File: src/rtl/alu_wb_fifo_pkg.sv
// ----------------------------------------------------------------------------
// alu_wb_fifo_pkg
// Shared CPU definitions: datapath word size, ALU function codes, default
// writeback register-index width and a helper that sizes one buffered
// writeback entry ({result, zero, dest}).
// Ports: none (package).
// Related macros: WORD_SIZE (datapath width, 16 unless predefined);
//                 ALU_WB_FIFO_BYPASS_EN is consumed by alu_wb_fifo.
// ----------------------------------------------------------------------------
`ifndef WORD_SIZE
`define WORD_SIZE 16
`endif

package alu_wb_fifo_pkg;

    localparam int WORD_W     = `WORD_SIZE;
    localparam int DEST_W_DEF = 2;

    typedef enum logic [2:0] {
        ALU_ADD = 3'd0,
        ALU_SUB = 3'd1,
        ALU_AND = 3'd2,
        ALU_OR  = 3'd3,
        ALU_XOR = 3'd4,
        ALU_SLT = 3'd5,
        ALU_SLL = 3'd6,
        ALU_SRL = 3'd7
    } alu_func_e;

    // Width of one stored entry: result word, zero flag, destination index.
    function automatic int entry_w(input int dest_w);
        return WORD_W + 1 + dest_w;
    endfunction

endpackage

File: src/rtl/alu_wb_fifo_mem.sv
// ----------------------------------------------------------------------------
// alu_wb_fifo_mem
// DEPTH x WIDTH storage array for the writeback FIFO: one synchronous write
// port, one asynchronous read port. Contents are never reset; validity is
// tracked by the pointer/count logic in the parent.
// Ports:
//   clk    in   write clock
//   we     in   write enable
//   waddr  in   write address
//   wdata  in   write data
//   raddr  in   read address
//   rdata  out  array contents at raddr (combinational read)
// ----------------------------------------------------------------------------
`ifndef WORD_SIZE
`define WORD_SIZE 16
`endif

module alu_wb_fifo_mem
    import alu_wb_fifo_pkg::*;
#(
    parameter  int DEPTH = 4,
    parameter  int WIDTH = WORD_W + 1 + DEST_W_DEF,
    localparam int AW    = $clog2(DEPTH)
) (
    input  logic             clk,
    input  logic             we,
    input  logic [AW-1:0]    waddr,
    input  logic [WIDTH-1:0] wdata,
    input  logic [AW-1:0]    raddr,
    output logic [WIDTH-1:0] rdata
);

    logic [WIDTH-1:0] mem_q [DEPTH];

    always_ff @(posedge clk) begin
        if (we) begin
            mem_q[waddr] <= wdata;
        end
    end

    assign rdata = mem_q[raddr];

endmodule

File: src/rtl/alu_wb_fifo.sv
// ----------------------------------------------------------------------------
// alu_wb_fifo
// Buffers ALU results ({result, zero flag, destination index}) on their way
// to register writeback. Valid/ready on both sides, strict FIFO order.
// Optional macro ALU_WB_FIFO_BYPASS_EN: when the FIFO is empty an incoming
// result is presented on out_* in the same cycle; if it is consumed at once
// it is never stored. Without the macro there is no combinational in->out
// path and an entry appears on out_* one cycle after it is pushed.
// Ports:
//   clk, reset_n            clock, asynchronous active-low reset
//   flush                   synchronous discard of all entries (beats push/pop)
//   in_valid/in_ready       producer handshake; in_ready = !full
//   in_result/in_zero/in_dest  entry fields from the ALU
//   out_valid/out_ready     writeback handshake
//   out_result/out_zero/out_dest  head entry fields (0 while nothing valid)
//   count, full, empty      occupancy
// ----------------------------------------------------------------------------
`ifndef WORD_SIZE
`define WORD_SIZE 16
`endif

module alu_wb_fifo
    import alu_wb_fifo_pkg::*;
#(
    parameter  int DEPTH  = 4,
    parameter  int DEST_W = DEST_W_DEF,
    localparam int AW     = $clog2(DEPTH),
    localparam int CW     = AW + 1,
    localparam int EW     = entry_w(DEST_W)
) (
    input  logic                  clk,
    input  logic                  reset_n,
    input  logic                  flush,
    input  logic                  in_valid,
    output logic                  in_ready,
    input  logic [`WORD_SIZE-1:0] in_result,
    input  logic                  in_zero,
    input  logic [DEST_W-1:0]     in_dest,
    output logic                  out_valid,
    input  logic                  out_ready,
    output logic [`WORD_SIZE-1:0] out_result,
    output logic                  out_zero,
    output logic [DEST_W-1:0]     out_dest,
    output logic [CW-1:0]         count,
    output logic                  full,
    output logic                  empty
);

    logic [AW-1:0] wr_ptr_q, wr_ptr_d;
    logic [AW-1:0] rd_ptr_q, rd_ptr_d;
    logic [CW-1:0] count_q, count_d;

    logic          push_acc;
    logic          bypass_take;
    logic          store;
    logic          pop;
    logic [EW-1:0] rd_entry;

    assign full     = (count_q == CW'(DEPTH));
    assign empty    = (count_q == '0);
    assign count    = count_q;
    assign in_ready = !full;
    assign push_acc = in_valid && in_ready;

`ifdef ALU_WB_FIFO_BYPASS_EN
    // Empty FIFO: the incoming result is the head. If writeback takes it in
    // the same cycle it must not also be written into the array.
    assign bypass_take = empty && in_valid && out_ready;
    assign out_valid   = !empty || in_valid;

    always_comb begin
        {out_result, out_zero, out_dest} = '0;
        if (!empty) begin
            {out_result, out_zero, out_dest} = rd_entry;
        end else if (in_valid) begin
            {out_result, out_zero, out_dest} = {in_result, in_zero, in_dest};
        end
    end
`else
    assign bypass_take = 1'b0;
    assign out_valid   = !empty;

    // Gate the array read so stale or never-written storage shows as zero.
    always_comb begin
        {out_result, out_zero, out_dest} = '0;
        if (!empty) begin
            {out_result, out_zero, out_dest} = rd_entry;
        end
    end
`endif

    assign store = push_acc && !bypass_take && !flush;
    assign pop   = !empty && out_ready;

    always_comb begin
        wr_ptr_d = wr_ptr_q;
        rd_ptr_d = rd_ptr_q;
        count_d  = count_q;
        if (flush) begin
            wr_ptr_d = '0;
            rd_ptr_d = '0;
            count_d  = '0;
        end else begin
            // Pointers are AW bits wide, so +1 wraps modulo DEPTH.
            if (store) wr_ptr_d = wr_ptr_q + AW'(1);
            if (pop)   rd_ptr_d = rd_ptr_q + AW'(1);
            count_d = count_q + CW'(store) - CW'(pop);
        end
    end

    always_ff @(posedge clk or negedge reset_n) begin
        if (!reset_n) begin
            wr_ptr_q <= '0;
            rd_ptr_q <= '0;
            count_q  <= '0;
        end else begin
            wr_ptr_q <= wr_ptr_d;
            rd_ptr_q <= rd_ptr_d;
            count_q  <= count_d;
        end
    end

    alu_wb_fifo_mem #(
        .DEPTH (DEPTH),
        .WIDTH (EW)
    ) u_mem (
        .clk   (clk),
        .we    (store),
        .waddr (wr_ptr_q),
        .wdata ({in_result, in_zero, in_dest}),
        .raddr (rd_ptr_q),
        .rdata (rd_entry)
    );

endmodule

File: config.mk
export PLATFORM = sky130hd
export DESIGN_NAME = alu_wb_fifo
export DESIGN_NICKNAME = d
export VERILOG_FILES = /design/src/rtl/alu_wb_fifo_pkg.sv /design/src/rtl/alu_wb_fifo_mem.sv /design/src/rtl/alu_wb_fifo.sv
export SDC_FILE = /design/constraint.sdc
export NUM_CORES = 1
export LEC_CHECK = 0
export CORE_MARGIN = 1.5
export CORE_UTILIZATION = 30
export DETAILED_ROUTE_END_ITERATION = 6
export HOLD_SLACK_MARGIN = 0.03
export SLEW_MARGIN = 20
export SYNTH_ARGS = -nofsm -noshare
export SYNTH_HDL_FRONTEND = slang
export SYNTH_SLANG_ARGS = --single-unit
File: constraint.sdc
create_clock -name clk -period 2.2 [get_ports clk]
set_input_delay 0.44 -clock clk [delete_from_list [all_inputs] [get_ports clk]]
set_output_delay 0.44 -clock clk [all_outputs]
set_load 0.005 [all_outputs]
After elaboration in Yosys (flattened, before gate mapping)
Memories as Yosys holds them, arrays and structs flattened.
Index checks and enable logic that the tools add are counted.
{ "op_classes": {"mux": 10, "add_sub_neg": 4, "eq_ne": 1, "n_reduce_logical": 9} }
{ "ops": {"columns": ["cell", "n"], "rows": [
  ["16-bit two-way mux", 1],
  ["2-bit two-way mux", 5],
  ["2-bit by 1-bit adder with 2-bit output (second input constant)", 2],
  ["2-bit nonzero test", 2],
  ["3-bit by 1-bit adder with 3-bit output", 1],
  ["3-bit == test (second input constant)", 1],
  ["1-bit logical AND", 3],
  ["1-bit logical NOT", 3],
  ["3-bit logical NOT", 1],
  ["1-bit two-way mux", 3],
  ["3-bit two-way mux", 1],
  ["3-bit by 1-bit subtractor with 3-bit output", 1]
]} }
{ "totals": {"output_inout_bits": 26, "inputBits": 24, "ff_bits": 7, "wordCells": 28, "ram_bits": 76, "memories": 1} }
{ "mem_list": {"columns": ["memory", "depth", "width", "read_ports", "rd_ports_with_merged_regs", "write_ports", "line", "text"], "rows": [
  ["u_mem.mem_q", 4, 19, 1, 0, 1, "alu_wb_fifo_mem.sv:33", "logic [WIDTH-1:0] mem_q [DEPTH];"]
]} }

Logic depth before layout (Yosys ltp)
{ "logic_depth": {"depth_word": 7, "ltp_mapped": 11, "ltp_nobuf": 11} }

Modules after synthesis
A second synthesis with hierarchy kept.
{ "unflattened": {"cells_unflattened": 164, "hier_area_um2": 3357.0} }
{ "by_module_without_submodules": {"columns": ["module", "cells_each", "seq_area_each_um2", "area_per_inst_um2", "instances"], "rows": [
  ["alu_wb_fifo_mem", 103, 2282.2, 2816.5, 1],
  ["alu_wb_fifo", 61, 175.2, 540.5, 1]
]} }

Worst setup path before layout
OpenSTA, ideal clock, no wires.
{ "synth_path": {"kind": "input port to flip-flop", "startpoint": "in flush", "endpoint": "reg count_q[2], in the netlist count[2]", "required_ns": 2.114, "setup_ns": 0.086, "slack_ns": -0.112, "arrival_time_ns": 2.226, "n_path_buf": 1, "stages": 11, "path_cell_list": "clkbuf_1 -> nor3_1 -> inv_1 -> ha_1 -> inv_1 -> ha_1 -> inv_1 -> fa_1 -> xor2_1 -> and2_1 -> nor3_1"} }
{ "synth_via": {"elab_chain_len": 5} }
{ "synth_lines": {"columns": ["element", "line", "text"], "rows": [
  ["start, declared", "alu_wb_fifo.sv:33", "input logic flush,"],
  ["1-bit logical NOT", "alu_wb_fifo.sv:92", "assign store = push_acc && !bypass_take && !flush;"],
  ["1-bit logical AND", "alu_wb_fifo.sv:92", null],
  ["3-bit by 1-bit adder with 3-bit output", "alu_wb_fifo.sv:107", "count_d = count_q + CW'(store) - CW'(pop);"],
  ["3-bit by 1-bit subtractor with 3-bit output", "alu_wb_fifo.sv:107", null],
  ["3-bit two-way mux (*)", "alu_wb_fifo.sv:99", "if (flush) begin"],
  ["via count_d[2]", "alu_wb_fifo.sv:51", "logic [CW-1:0] count_q, count_d;"],
  ["end signal, assigned", "alu_wb_fifo.sv:119", "count_q <= count_d;"],
  ["end, declared", "alu_wb_fifo.sv:51", null]
]} }
Mark *: on every way through the listed nets, which the timed path passes. The rest lies on a longest branch.
A chain may end at the register's enable or synchronous reset.

Final worst setup path
{ "layout_path": {"startpoint": "reg rd_ptr_q[0]", "endpoint": "out out_result[6]"} }
{ "layout_via": {"elab_chain_len": 2} }
{ "layout_lines": {"columns": ["element", "line", "text"], "rows": [
  ["start, declared", "alu_wb_fifo.sv:50", "logic [AW-1:0] rd_ptr_q, rd_ptr_d;"],
  ["start signal, assigned", "alu_wb_fifo.sv:118", "rd_ptr_q <= rd_ptr_d;"],
  ["memory 4 x 19 bit", null, null],
  ["16-bit two-way mux", "alu_wb_fifo.sv:86", "if (!empty) begin"],
  ["end, declared", "alu_wb_fifo.sv:41", "output logic [`WORD_SIZE-1:0] out_result,"]
]} }
Every way passes these cells.

==> results.cfg <==
[run_status]
status = finished, violations left
violations = setup timing

[clock_tree]
clk_latency_ns = 0.36
clkSinkCount = 83
clk_pin_slew_ns = 0.09
cts_made_buffers = 9
cts_root_buffer = clkbuf_8
cts_hold_buf = 0
htreeDepth = 3
cts_tree = built
clockBufferDepth = 2

[detailed_routing]
drtIter0Drc = 51
finalWirelength_um = 6410
drt_pass1_iterations = 3
num_vias = 1837
vias_per_cell = 4.395
drc = 0
wire_per_inst_um = 15.33
ant_nets = 0

[power_and_ir_drop]
power_frac_clock_pct = 21.5
seqPwrFrac_pct = 36.8
p_per_area_nw_per_um2 = 1123
p_sw_w = 0.001503
finalPower_w = 0.005267
internal-power_w = 0.003764
pwr-share-comb_pct = 41.7
swShare_pct = 28.53
peakVddDrop_v = 0.0005304
power.leakage_nw = 1.734

[global_route]
grt_pass1_wl_um = 10120
antenna_found_initial = 0
grt_pass1_vias = 1944
grtUsageMet2_pct = 19.50
grtUsageMet3_pct = 2.833
grt_overflow = 0
grtUsageMet1_pct = 14.89
grt-busiest-layer = met2
grt_max_degree = 20
grt.total_usage_pct = 12.11

[final_layout]
fin_nets = 304
diodes = 0
drive_gt1_share_pct = 43.17
layoutNonFillerInstCount = 418
layout_commonest_cell = edfxtp_1
layout_common_cells = edfxtp_1, clkdlybuf4s50_1, buf_4, mux4_2, buf_6
syn_to_final_growth_pct = 40.24
fin_util_pct = 43.28

[timing]
clock.fmax_mhz = 434.5
layout_setup_ws_ns = -0.1016
finalClockSkew_ns = 0.009344
finalCriticalPeriod_ns = 2.302
setup_violations = 19
finalCritPeriodShare_pct = 104.6
rsz0062_at_grt = true
final-max-slew-violation-count = 0
final_hold_viol_count = 0
tightest_slew_ns = 0.3624
setup_tns_ns = -1.293
max_slew_margin_pct = 75.76

[floorplanning]
io_pins = 50
rows = 38
die_area_sq_um = 11800
die_h_um = 108.6
start_util_pct = 30.86
die_width_um = 108.6
coreArea_sq_um = 10840

[synth]
ys_ff_latch = 83
synthesis.nets = 202
synth_top_cells_by_area = edfxtp_1, mux4_2, dfrtp_1, nor2b_1, ha_1
synth.distinct_cells = 23
synth_warnings = 0
synth_cells = 171
yosysSeqAreaShare_pct = 73.45
synth_largest_area_cell = edfxtp_1
avgSynthCellArea_sq_um = 19.57
synth_top_area_share_pct = 68.21
syn_area_sq_um = 3346

[place]
place_ws_ns = -0.3825
dp_hpwl_um = 3965
port_buffers = 49
dp.cells = 376
globalplace.congestion = 0.7076

[worst_setup_path]
worstPathRequired_ns = 1.76
startpoint_type = flop
path_max_fanout = 5
r2r_setup_slack_ns = -0.07
rr_startpoint = count[2]
end_kind = primary output
arrival_ns = 1.86
r2r_end = count[2]
worst-r2r-cell-count = 12
crit_type = flop to primary output
startpoint = rd_ptr_q[0]

[run]
cap_violations = 0

[min_path]
hold_path_class = input pin to asynchronous set/reset pin
==> power by group through the flow <==
stage	combinational, W	clock, W	sequential [W]
after floorplan	0.000830	0	0.00196
after global placement	0.00179	0	0.00196
after detailed placement	0.00180	0	0.00197
after CTS	0.00211	0.00117	0.00194
after global routing	0.00240	0.00123	0.00195
final	0.00220	0.00113	0.00194
==> routing by layer <==
layer  wire (um)  part of all wire [%]  vias to the layer above
met5           0                     0                        -
met4         162                   2.5                        0
met3         292                   4.6                       12
met2        3171                    49                       37
met1        2784                    43                      930
li1            -                     -                      858
==> synthesized netlist by cell type <==
library cell	n
fa_1	1
nor3_1	2
ha_1	6
edfxtp_1	76
buf_6	2
nor2_1	4
or3_1	2
dfrtp_1	7
nor3_2	1
a21oi_1	2
o21ai_0	2
mux2i_1	1
clkbuf_1	3
o31ai_1	1
nand2_1	1
nor2b_1	20
nand2b_1	2
buf_2	2
xor2_1	2
and2_1	5
nor3b_2	1
inv_1	9
mux4_2	19
==> layout make-up <==
class / instances / area (sq um)
flip-flops and latches: 83 / 2461
clock inverters: 7 / 83.83
repair buffers: 98 / 920.9
multi-input cells: 72 / 893.4
fillers: 1012 / 6148
well taps: 140 / 175.2
clock buffers: 9 / 123.9
inverters: 9 / 33.78
==> worst max path at each step <==
stage	cells after the start	end	slack [ns]
floorplan	11	count[2]	0.004
global placement	12	count[2]	-0.37
detailed placement	12	count[2]	-0.38
CTS	5	out_result[1]	-0.14
global route	12	count[2]	-0.20
finish	5	out_result[6]	-0.10
==> through the flow <==
stage                     hold WS, ns  cell area (sq um)
after global placement         0.5744               4225
after global routing           0.3695               4692
after floorplan                0.1444               3363
after detailed placement       0.5863               4225
final                          0.3519               4692
after CTS                      0.3492               4614
==> registers in the layout, summed over array words and instances (netlist names) <==
name	cells
u_mem.mem_q	76
count	3
rd_ptr_q	2
wr_ptr_q	2
==> timing repair <==
item / CTS / global route
gates resized for setup: 100 / 21
hold endpoints to repair: 0 / 0
setup endpoints to repair: 21 / 22
buffers inserted: 22 / 3
pin swaps: 1 / 4
gates cloned: 1 / 0
==> logic make-up after synthesis <==
group | count (synthesis) | synth area share [%]
flops | 83 | 73.45
mux | 20 | 13.09
simple gates | 38 | 6.955
buf+inv | 16 | 2.318
xor+xnor | 2 | 0.5237
compound gates | 5 | 0.8228
fa+ha+maj | 7 | 2.842
==> worst max-delay path: stages (launching register included) <==
cell       delay [ns]
dfrtp_2          0.49
clkbuf_16        0.19
buf_6            0.09
mux4_2           0.48
nor2b_1          0.14
buf_2            0.12
Note: power is estimated with default switching activity, not from simulation.
